===== config.mk =====
export PLATFORM = sky130hd
export DESIGN_NAME = serial_add_arb
export DESIGN_NICKNAME = d
export VERILOG_FILES = /design/src/rtl/serial_add_arb_pkg.sv /design/src/rtl/serial_add_arb_add2_slice.sv /design/src/rtl/serial_add_arb.sv
export SDC_FILE = /design/constraint.sdc
export NUM_CORES = 1
export LEC_CHECK = 0
export ABC_AREA = 1
export CAP_MARGIN = 15
export CELL_PAD_IN_SITES_DETAIL_PLACEMENT = 1
export CELL_PAD_IN_SITES_GLOBAL_PLACEMENT = 2
export CORE_MARGIN = 2
export CORE_UTILIZATION = 25
export CTS_CLUSTER_SIZE = 20
export DETAILED_ROUTE_END_ITERATION = 10
export PLACE_DENSITY = 0.81
export SLEW_MARGIN = 20
export SYNTH_ARGS = -nofsm -noshare
export SYNTH_HDL_FRONTEND = slang
export SYNTH_SLANG_ARGS = --single-unit

===== constraint.sdc =====
create_clock -name clk -period 2.3 [get_ports clk]
set_input_delay 0.69 -clock clk [delete_from_list [all_inputs] [get_ports clk]]
set_output_delay 0.69 -clock clk [all_outputs]
set_load 0.05 [all_outputs]

===== src/rtl/serial_add_arb_pkg.sv =====
// Shared types and constants for the serial two-requester adder.
package serial_add_arb_pkg;

  typedef enum logic [1:0] {
    IDLE = 2'd0,
    ADD  = 2'd1,
    DONE = 2'd2
  } state_e;

  localparam int SLICE_W = 2;

endpackage


===== src/rtl/serial_add_arb_add2_slice.sv =====
// Two-bit ripple slice: s = a + b + cin, with the carry out of bit 1.
module add2_slice
  import serial_add_arb_pkg::*;
(
  input  logic               cin,
  input  logic [SLICE_W-1:0] a,
  input  logic [SLICE_W-1:0] b,
  output logic [SLICE_W-1:0] s,
  output logic               cout
);

  logic [SLICE_W:0] full;

  always_comb begin
    full = {1'b0, a} + {1'b0, b} + {{SLICE_W{1'b0}}, cin};
    s    = full[SLICE_W-1:0];
    cout = full[SLICE_W];
  end

endmodule


===== src/rtl/serial_add_arb.sv =====
// Round-robin arbiter in front of a single 2-bit adder slice that is iterated
// LSB-first over WIDTH/2 cycles; the result is held until the consumer takes it.
module serial_add_arb
  import serial_add_arb_pkg::*;
#(
  parameter int WIDTH = 8
) (
  input  logic             clk,
  input  logic             rst_n,
  input  logic             req0_valid,
  output logic             req0_ready,
  input  logic [WIDTH-1:0] req0_a,
  input  logic [WIDTH-1:0] req0_b,
  input  logic             req0_cin,
  input  logic             req1_valid,
  output logic             req1_ready,
  input  logic [WIDTH-1:0] req1_a,
  input  logic [WIDTH-1:0] req1_b,
  input  logic             req1_cin,
  output logic             rsp_valid,
  input  logic             rsp_ready,
  output logic [WIDTH-1:0] rsp_sum,
  output logic             rsp_cout,
  output logic             rsp_id
);

  localparam int NSLICE = WIDTH / SLICE_W;
  localparam int IDX_W  = (NSLICE > 1) ? $clog2(NSLICE) : 1;
  localparam logic [IDX_W-1:0] LAST_IDX = IDX_W'(NSLICE - 1);

  state_e           state_q;
  logic [IDX_W-1:0] idx_q;
  logic [WIDTH-1:0] a_q, b_q, sum_q, sum_d;
  logic             carry_q;
  logic             id_q;
  logic             last_grant_q;
  logic             rsp_valid_q;
  logic [WIDTH-1:0] rsp_sum_q;
  logic             rsp_cout_q;
  logic             rsp_id_q;

  logic               grant1;
  logic               accept0, accept1;
  logic [SLICE_W-1:0] slice_s;
  logic               slice_cout;

  // Requester 1 wins only when it is alone or requester 0 was served last.
  // Ready is masked by rst_n so it drops the instant reset asserts.
  always_comb begin
    grant1     = req1_valid && (!req0_valid || !last_grant_q);
    req0_ready = rst_n && (state_q == IDLE) && req0_valid && !grant1;
    req1_ready = rst_n && (state_q == IDLE) && grant1;
    accept0    = req0_valid && req0_ready;
    accept1    = req1_valid && req1_ready;
  end

  add2_slice u_slice (
    .cin  (carry_q),
    .a    (a_q[SLICE_W*idx_q +: SLICE_W]),
    .b    (b_q[SLICE_W*idx_q +: SLICE_W]),
    .s    (slice_s),
    .cout (slice_cout)
  );

  always_comb begin
    sum_d = sum_q;
    sum_d[SLICE_W*idx_q +: SLICE_W] = slice_s;
  end

  always_ff @(posedge clk or negedge rst_n) begin
    if (!rst_n) begin
      state_q      <= IDLE;
      idx_q        <= '0;
      a_q          <= '0;
      b_q          <= '0;
      sum_q        <= '0;
      carry_q      <= 1'b0;
      id_q         <= 1'b0;
      last_grant_q <= 1'b1;
      rsp_valid_q  <= 1'b0;
      rsp_sum_q    <= '0;
      rsp_cout_q   <= 1'b0;
      rsp_id_q     <= 1'b0;
    end else begin
      case (state_q)
        IDLE: begin
          if (accept0 || accept1) begin
            a_q          <= accept1 ? req1_a : req0_a;
            b_q          <= accept1 ? req1_b : req0_b;
            carry_q      <= accept1 ? req1_cin : req0_cin;
            id_q         <= accept1;
            last_grant_q <= accept1;
            idx_q        <= '0;
            state_q      <= ADD;
          end
        end
        ADD: begin
          sum_q   <= sum_d;
          carry_q <= slice_cout;
          idx_q   <= idx_q + IDX_W'(1);
          if (idx_q == LAST_IDX) begin
            state_q     <= DONE;
            rsp_valid_q <= 1'b1;
            rsp_sum_q   <= sum_d;
            rsp_cout_q  <= slice_cout;
            rsp_id_q    <= id_q;
          end
        end
        DONE: begin
          if (rsp_ready) begin
            rsp_valid_q <= 1'b0;
            state_q     <= IDLE;
          end
        end
        default: state_q <= IDLE;
      endcase
    end
  end

  assign rsp_valid = rsp_valid_q;
  assign rsp_sum   = rsp_sum_q;
  assign rsp_cout  = rsp_cout_q;
  assign rsp_id    = rsp_id_q;

endmodule


Word-level counts from Yosys, hierarchy flattened
Cells that the tools add are included.
- bits in registers: 42
- input port bits: 39
- logic and storage cells: 61
- add/subtract/negate cells: 4
- equality and inequality tests: 6
- shift-type cells: 4
- muxes and demuxes: 15
- reductions and logical operators: 20
- operators with widths (kind ; number):
    negator 3 -> 34 bit ; 1
    variable shift 2 x 34 -> 8 bit (first input constant) ; 1
    indexed part select 2 x 34 -> 8 bit ; 1
    2-to-1 mux 8 bit ; 2
    indexed part select 8 x 4 -> 2 bit ; 2
    bitwise mux 8 bit ; 1
    2-to-1 mux 2 bit ; 4
    logical AND 1 bit ; 7
    one-hot mux 2 bit (3 select lines) ; 1
    AND reduction 2 bit ; 3
    AND reduction 3 bit ; 2
    equality test 2 bit (second input constant) ; 2
    2-to-1 mux 1 bit ; 4
    != test 2 bit (second input constant) ; 2
    one-hot mux 1 bit (2 select lines) ; 2
    one-hot mux 2 bit (2 select lines) ; 1
    nonzero test 2 bit ; 2
    adder 2 x 2 -> 3 bit ; 1
    adder 3 x 1 -> 3 bit ; 1
    zero test 1 bit ; 3
    adder 2 x 1 -> 2 bit (second input constant) ; 1
    equality test 2 x 1 -> 1 bit (second input constant) ; 1
    zero test 2 bit ; 1
    logical OR 1 bit ; 2
    != test 2 x 1 -> 1 bit (second input constant) ; 1

Depth between registers and ports, before layout
- depth in word-level cells: 9
- depth in mapped cells: 12
- mapped depth without buffers: 11

Cells and area by module
Synthesis repeated with hierarchy kept, for this count alone.
- cells, all modules: 275
- area total of the unflattened synthesis: 2203.4 um^2
- by module, submodules not included (module ; instances ; cells each ; area each (um^2)):
    serial_add_arb ; 1 ; 265 ; 2133.3
    add2_slice ; 1 ; 10 ; 70.1

Worst setup path after synthesis
OpenSTA, ideal clock, no wires.
- kind: register to register
- start: reg idx_q[0]
- end: reg rsp_sum_q[3] (netlist: rsp_sum[3])
- setup time: 0.066 ns
- arrival time: 2.279 ns
- path slack: -0.045 ns
- stages on the path, launching flop included: 13
- path buffers: 1
- period minus slack after synthesis: 2.345 ns
- cells stage by stage: dfrtp_1 > inv_1 > clkbuf_1 > o21ai_0 > o22ai_1 > fa_1 > fa_1 > inv_1 > nor2_1 > nand2_1 > o22ai_1 > nand2_1 > nand2_1
- longest elaborated chain between the ends: 5
- elaborated cells between the ends (all ways): 10
- those cells by class: add/sub: 3; eq/ne: 1; shift: 4; mux: 1; reduce/logical: 1
- RTL lines (element ; line ; text):
    from (decl) ; serial_add_arb.sv:32 ; logic [IDX_W-1:0] idx_q;
    from (signal assigned) ; serial_add_arb.sv:100 ; idx_q <= idx_q + IDX_W'(1);
    indexed part select 8 x 4 -> 2 bit (on tied branches) ; serial_add_arb.sv:59, serial_add_arb.sv:60 ;
    adder 2 x 2 -> 3 bit ; serial_add_arb_add2_slice.sv:15 ; full = {1'b0, a} + {1'b0, b} + {{SLICE_W{1'b0}}, cin};
    adder 3 x 1 -> 3 bit ; serial_add_arb_add2_slice.sv:15 ;
    indexed part select 2 x 34 -> 8 bit ; serial_add_arb.sv:67 ; sum_d[SLICE_W*idx_q +: SLICE_W] = slice_s;
    bitwise mux 8 bit ; serial_add_arb.sv:67 ;
    to (signal assigned) ; serial_add_arb.sv:104 ; rsp_sum_q <= sum_d;
    to (decl) ; serial_add_arb.sv:38 ; logic [WIDTH-1:0] rsp_sum_q;
Several ways; a longest one is shown, not always the timed one.
A chain may end at the register's enable or synchronous reset.

Worst setup path in the final report
- start: in req1_valid
- end: out req1_ready
- longest elaborated chain between the ends: 2
- RTL lines (element ; line ; text):
    from (decl) ; serial_add_arb.sv:15 ; input logic req1_valid,
    logical AND 1 bit ; serial_add_arb.sv:50 ; grant1 = req1_valid && (!req0_valid || !last_grant_q);
    logical AND 1 bit ; serial_add_arb.sv:52 ; req1_ready = rst_n && (state_q == IDLE) && grant1;
    to (decl) ; serial_add_arb.sv:16 ; output logic req1_ready,
No other way between the ends.

==> insert_results.sql <==
INSERT INTO impl_metrics (metric_group, metric, value, unit) VALUES
('status', 'status', 'completed', ''),
('global_routing', 'globalRouteOverflowTotal', '0', ''),
('cts', 'postCtsHoldBufs', '0', ''),
('logic_synthesis', 'syn_area', '2160', 'um2'),
('global_routing', 'global_route_wire_length_before_repair', '9780', 'um'),
('placed_design', 'place_hpwl', '4310', 'um'),
('logic_synthesis', 'largest_cells_by_area_after_synthesis', 'sky130_fd_sc_hd__dfrtp_1 48%, sky130_fd_sc_hd__nand2_1 16%, sky130_fd_sc_hd__o21ai_0 6.5%', ''),
('power_and_ir_drop', 'vdd_drop_max', '0.000375', 'V'),
('critical_path', 'worstPathCellList', 'clkdlybuf4s50_1 > nand2_2 > inv_4 > nand2_4 > clkinv_4 > buf_12', ''),
('timing', 'finalHoldViolations', '0', ''),
('detailed_routing', 'initialDrtViolationCount', '62', ''),
('detailed_routing', 'topRoutingLayerUsed', 'met4', ''),
('detailed_routing', 'routedLengthMet1', '2640', 'um'),
('cts', 'worst_setup_hold_path_clk_slew', '0.08', 'ns'),
('timing', 'fmaxAchievable', '440', 'MHz'),
('cts', 'clock_path_buffers', '2', ''),
('detailed_routing', 'detail_route.drc_violations', '0', ''),
('global_routing', 'grt_antenna_before_repair', '0', ''),
('detailed_routing', 'drt.antenna.violating_nets', '0', ''),
('cts', 'ctsRootBufferMaster', 'sky130_fd_sc_hd__clkbuf_8', ''),
('cells_and_area', 'fillerInstances', '982', ''),
('placed_design', 'port-buffer-count', '51', ''),
('cells_and_area', 'antenna_cells', '0', ''),
('logic_synthesis', 'synth_largest_area_cell', 'sky130_fd_sc_hd__dfrtp_1', ''),
('critical_path', 'cpPeakStageDelay', '0.47', 'ns'),
('cts', 'clock_tree_from_tritoncts', 'yes', ''),
('critical_path', 'cp_max_fo', '3', ''),
('detailed_routing', 'met3WireLength', '187', 'um'),
('logic_synthesis', 'netlist-cell-type-count', '23', ''),
('power_and_ir_drop', 'post-layout-total-power', '4.05', 'mW'),
('detailed_routing', 'dr_total_vias', '2015', ''),
('cells_and_area', 'area_growth_syn_to_layout', '42.0', '%'),
('cts', 'cts.sinks', '42', ''),
('logic_synthesis', 'synth_edf_count', '0', ''),
('power_and_ir_drop', 'power.density', '1320', 'nW/um2'),
('cells_and_area', 'drive_gt1_share', '16.6', '%'),
('timing', 'finClkSkew', '0.0121', 'ns'),
('floorplan', 'coreArea', '8300', 'um2'),
('detailed_routing', 'detailedRoute.firstPassIterationCount', '4', ''),
('critical_path', 'crit_slowest_cell', 'sky130_fd_sc_hd__clkdlybuf4s50_1', ''),
('floorplan', 'die_w', '96.9', 'um'),
('cells_and_area', 'number_of_nets_in_the_final_layout', '384', ''),
('cts', 'clock_insertion_delay_worst_skew', '0.30', 'ns'),
('logic_synthesis', 'synthesized_area_divided_by_synthesized_cell_count', '7.87', 'um2'),
('detailed_routing', 'met2_wirelength', '2720', 'um'),
('critical_path', 'critical_path.startpoint_type', 'primary input', ''),
('global_routing', 'first_global_vias', '2162', ''),
('cells_and_area', 'final_cell_area', '3060', 'um2'),
('logic_synthesis', 'synth_most_common_cell', 'sky130_fd_sc_hd__nand2_1', ''),
('cells_and_area', 'final_core_util', '36.9', '%'),
('timing', 'rsz_0062_raised_after_global_routing', 'yes', ''),
('detailed_routing', 'routed_wl', '5600', 'um'),
('critical_path', 'path_class', 'in -> out', ''),
('worst_hold_path', 'holdCritPathClass', 'in -> async', ''),
('placed_design', 'dpl-instance-area', '2860', 'um2'),
('logic_synthesis', 'synth.top_cell.area_share', '47.6', '%'),
('logic_synthesis', 'synth-seq-cells', '42', ''),
('timing', 'maxSlewViolCount', '0', ''),
('logic_synthesis', 'synth.top_cells.by_count', '93 x sky130_fd_sc_hd__nand2_1, 41 x sky130_fd_sc_hd__dfrtp_1, 28 x sky130_fd_sc_hd__nor2_1, 28 x sky130_fd_sc_hd__o21ai_0, 18 x sky130_fd_sc_hd__inv_1', ''),
('run', 'max_cap_violations', '0', ''),
('cts', 'tritoncts.num_buffers', '5', ''),
('critical_path', 'worst_ep_arrival_time', '1.58', 'ns'),
('power_and_ir_drop', 'p_leak', '1.41', 'nW'),
('logic_synthesis', 'yosys_most_used_dff', 'sky130_fd_sc_hd__dfrtp_1', ''),
('critical_path', 'crit_path_end_kind', 'output port', ''),
('global_routing', 'grt_start_max_net_pins', '41', ''),
('floorplan', 'starting_density', '26.0', '%'),
('floorplan', 'die_area', '9380', 'um2'),
('cts', 'htree_num_levels', '2', ''),
('floorplan', 'design.portCount', '52', ''),
('timing', 'tns', '0', 'ns');
-- critical path: cells and delay by family --
family,cells,cell delay [ns]
buffers and inverters,4,0.73
and+or+nand+nor,2,0.15
-- metal layers --
metal	global-route usage, %	up-vias
met5	0	-
met4	2.93	0
met3	2.60	6
met2	21.7	36
met1	15.9	971
li1	-	1002
-- area by class of cell --
| class | instances | area [um2] | area share, % |
|---|---|---|---|
| inverter | 23 | 93.8 | 3.07 |
| clock inverter | 2 | 12.5 | 0.409 |
| timing repair buffer | 67 | 643 | 21.0 |
| tap | 105 | 131 | 4.29 |
| clock buffer | 6 | 82.6 | 2.70 |
| multi-input combinational | 198 | 1040 | 34.1 |
| sequential | 42 | 1050 | 34.4 |
-- where the power goes --
group / internal [mW] / switching, mW
clock: 0.242 / 0.263
sequential: 1.06 / 0.204
combinational: 0.885 / 1.39
-- what timing repair did --
action	CTS	global route
setup buffers	1	0
setup endpoints to repair	8	10
gates resized for setup	12	19
pin swaps	1	2
-- path summary, 6_finish.rpt --
path / cells past startpoint / from / endpoint / slack [ns]
min in group clk: 2 / last_grant_q / last_grant_q / 0.47
max: 6 / req1_valid / req1_ready / 0.03
max reg2reg: 11 / idx_q[0] / sum_q[3] / 0.08
min: 1 / rst_n / id_q / 0.22
max in group asynchronous: 2 / rst_n / idx_q[1] / 1.32
min reg2reg: 2 / last_grant_q / last_grant_q / 0.47
-- sequential cells by signal (all words and copies together) (netlist names) --
register	cells
idx_q	2
rsp_cout	1
state_q	2
b_q	8
sum_q	8
last_grant_q	1
rsp_id	1
carry_q	1
a_q	8
rsp_valid	1
id_q	1
rsp_sum	8
-- cell families (layout without fill, tap and decap cells) --
| kind of cell | Yosys count | in the layout | share of synthesized area (%) |
|---|---|---|---|
| AND/OR/NAND/NOR | 133 | 133 | 24.3 |
| buffers and inverters | 34 | 98 | 7.02 |
| flip-flops | 42 | 42 | 48.8 |
| AO/OA/AOI/OAI | 57 | 57 | 14.6 |
| adder cells (fa/ha/maj) | 8 | 8 | 5.34 |
-- metrics by stage --
step	setup slack, ns	cells
floorplan	0.0105	274
global placement	-0.185	434
detailed placement	-0.195	434
CTS	0.0136	443
global route	-0.0534	443
finish	0.0270	443
-- layout by cell type, fill, tap and decap left out --
| cell | instances |
|---|---|
| sky130_fd_sc_hd__nand2_4 | 2 |
| sky130_fd_sc_hd__a21oi_1 | 16 |
| sky130_fd_sc_hd__buf_12 | 2 |
| sky130_fd_sc_hd__a21oi_4 | 1 |
| sky130_fd_sc_hd__clkinv_4 | 1 |
| sky130_fd_sc_hd__o21ai_2 | 2 |
| sky130_fd_sc_hd__dlygate4sd2_1 | 1 |
| sky130_fd_sc_hd__nand3_1 | 5 |
| sky130_fd_sc_hd__clkinv_2 | 1 |
| sky130_fd_sc_hd__ha_1 | 6 |
| sky130_fd_sc_hd__inv_2 | 5 |
| sky130_fd_sc_hd__o31ai_1 | 1 |
| sky130_fd_sc_hd__dfrtp_1 | 40 |
| sky130_fd_sc_hd__fa_1 | 1 |
| sky130_fd_sc_hd__o22ai_2 | 3 |
| sky130_fd_sc_hd__clkinvlp_4 | 1 |
| sky130_fd_sc_hd__nor2_4 | 3 |
| sky130_fd_sc_hd__nand4_1 | 2 |
| sky130_fd_sc_hd__buf_4 | 17 |
| sky130_fd_sc_hd__dfrtp_2 | 1 |
| sky130_fd_sc_hd__buf_6 | 1 |
| sky130_fd_sc_hd__nand2_2 | 2 |
| sky130_fd_sc_hd__nand2_1 | 92 |
| sky130_fd_sc_hd__nor2_2 | 2 |
| sky130_fd_sc_hd__clkdlybuf4s50_1 | 45 |
| sky130_fd_sc_hd__nor2_1 | 25 |
| sky130_fd_sc_hd__inv_4 | 1 |
| sky130_fd_sc_hd__o21ai_1 | 3 |
| sky130_fd_sc_hd__dfstp_2 | 1 |
| sky130_fd_sc_hd__o21ai_0 | 23 |
| sky130_fd_sc_hd__inv_1 | 16 |
| sky130_fd_sc_hd__buf_2 | 1 |
| sky130_fd_sc_hd__o211ai_1 | 1 |
| sky130_fd_sc_hd__fa_2 | 1 |
| sky130_fd_sc_hd__o22ai_1 | 5 |
| sky130_fd_sc_hd__o22ai_4 | 2 |
| sky130_fd_sc_hd__clkbuf_8 | 6 |
(Power assumes the default switching activity.)
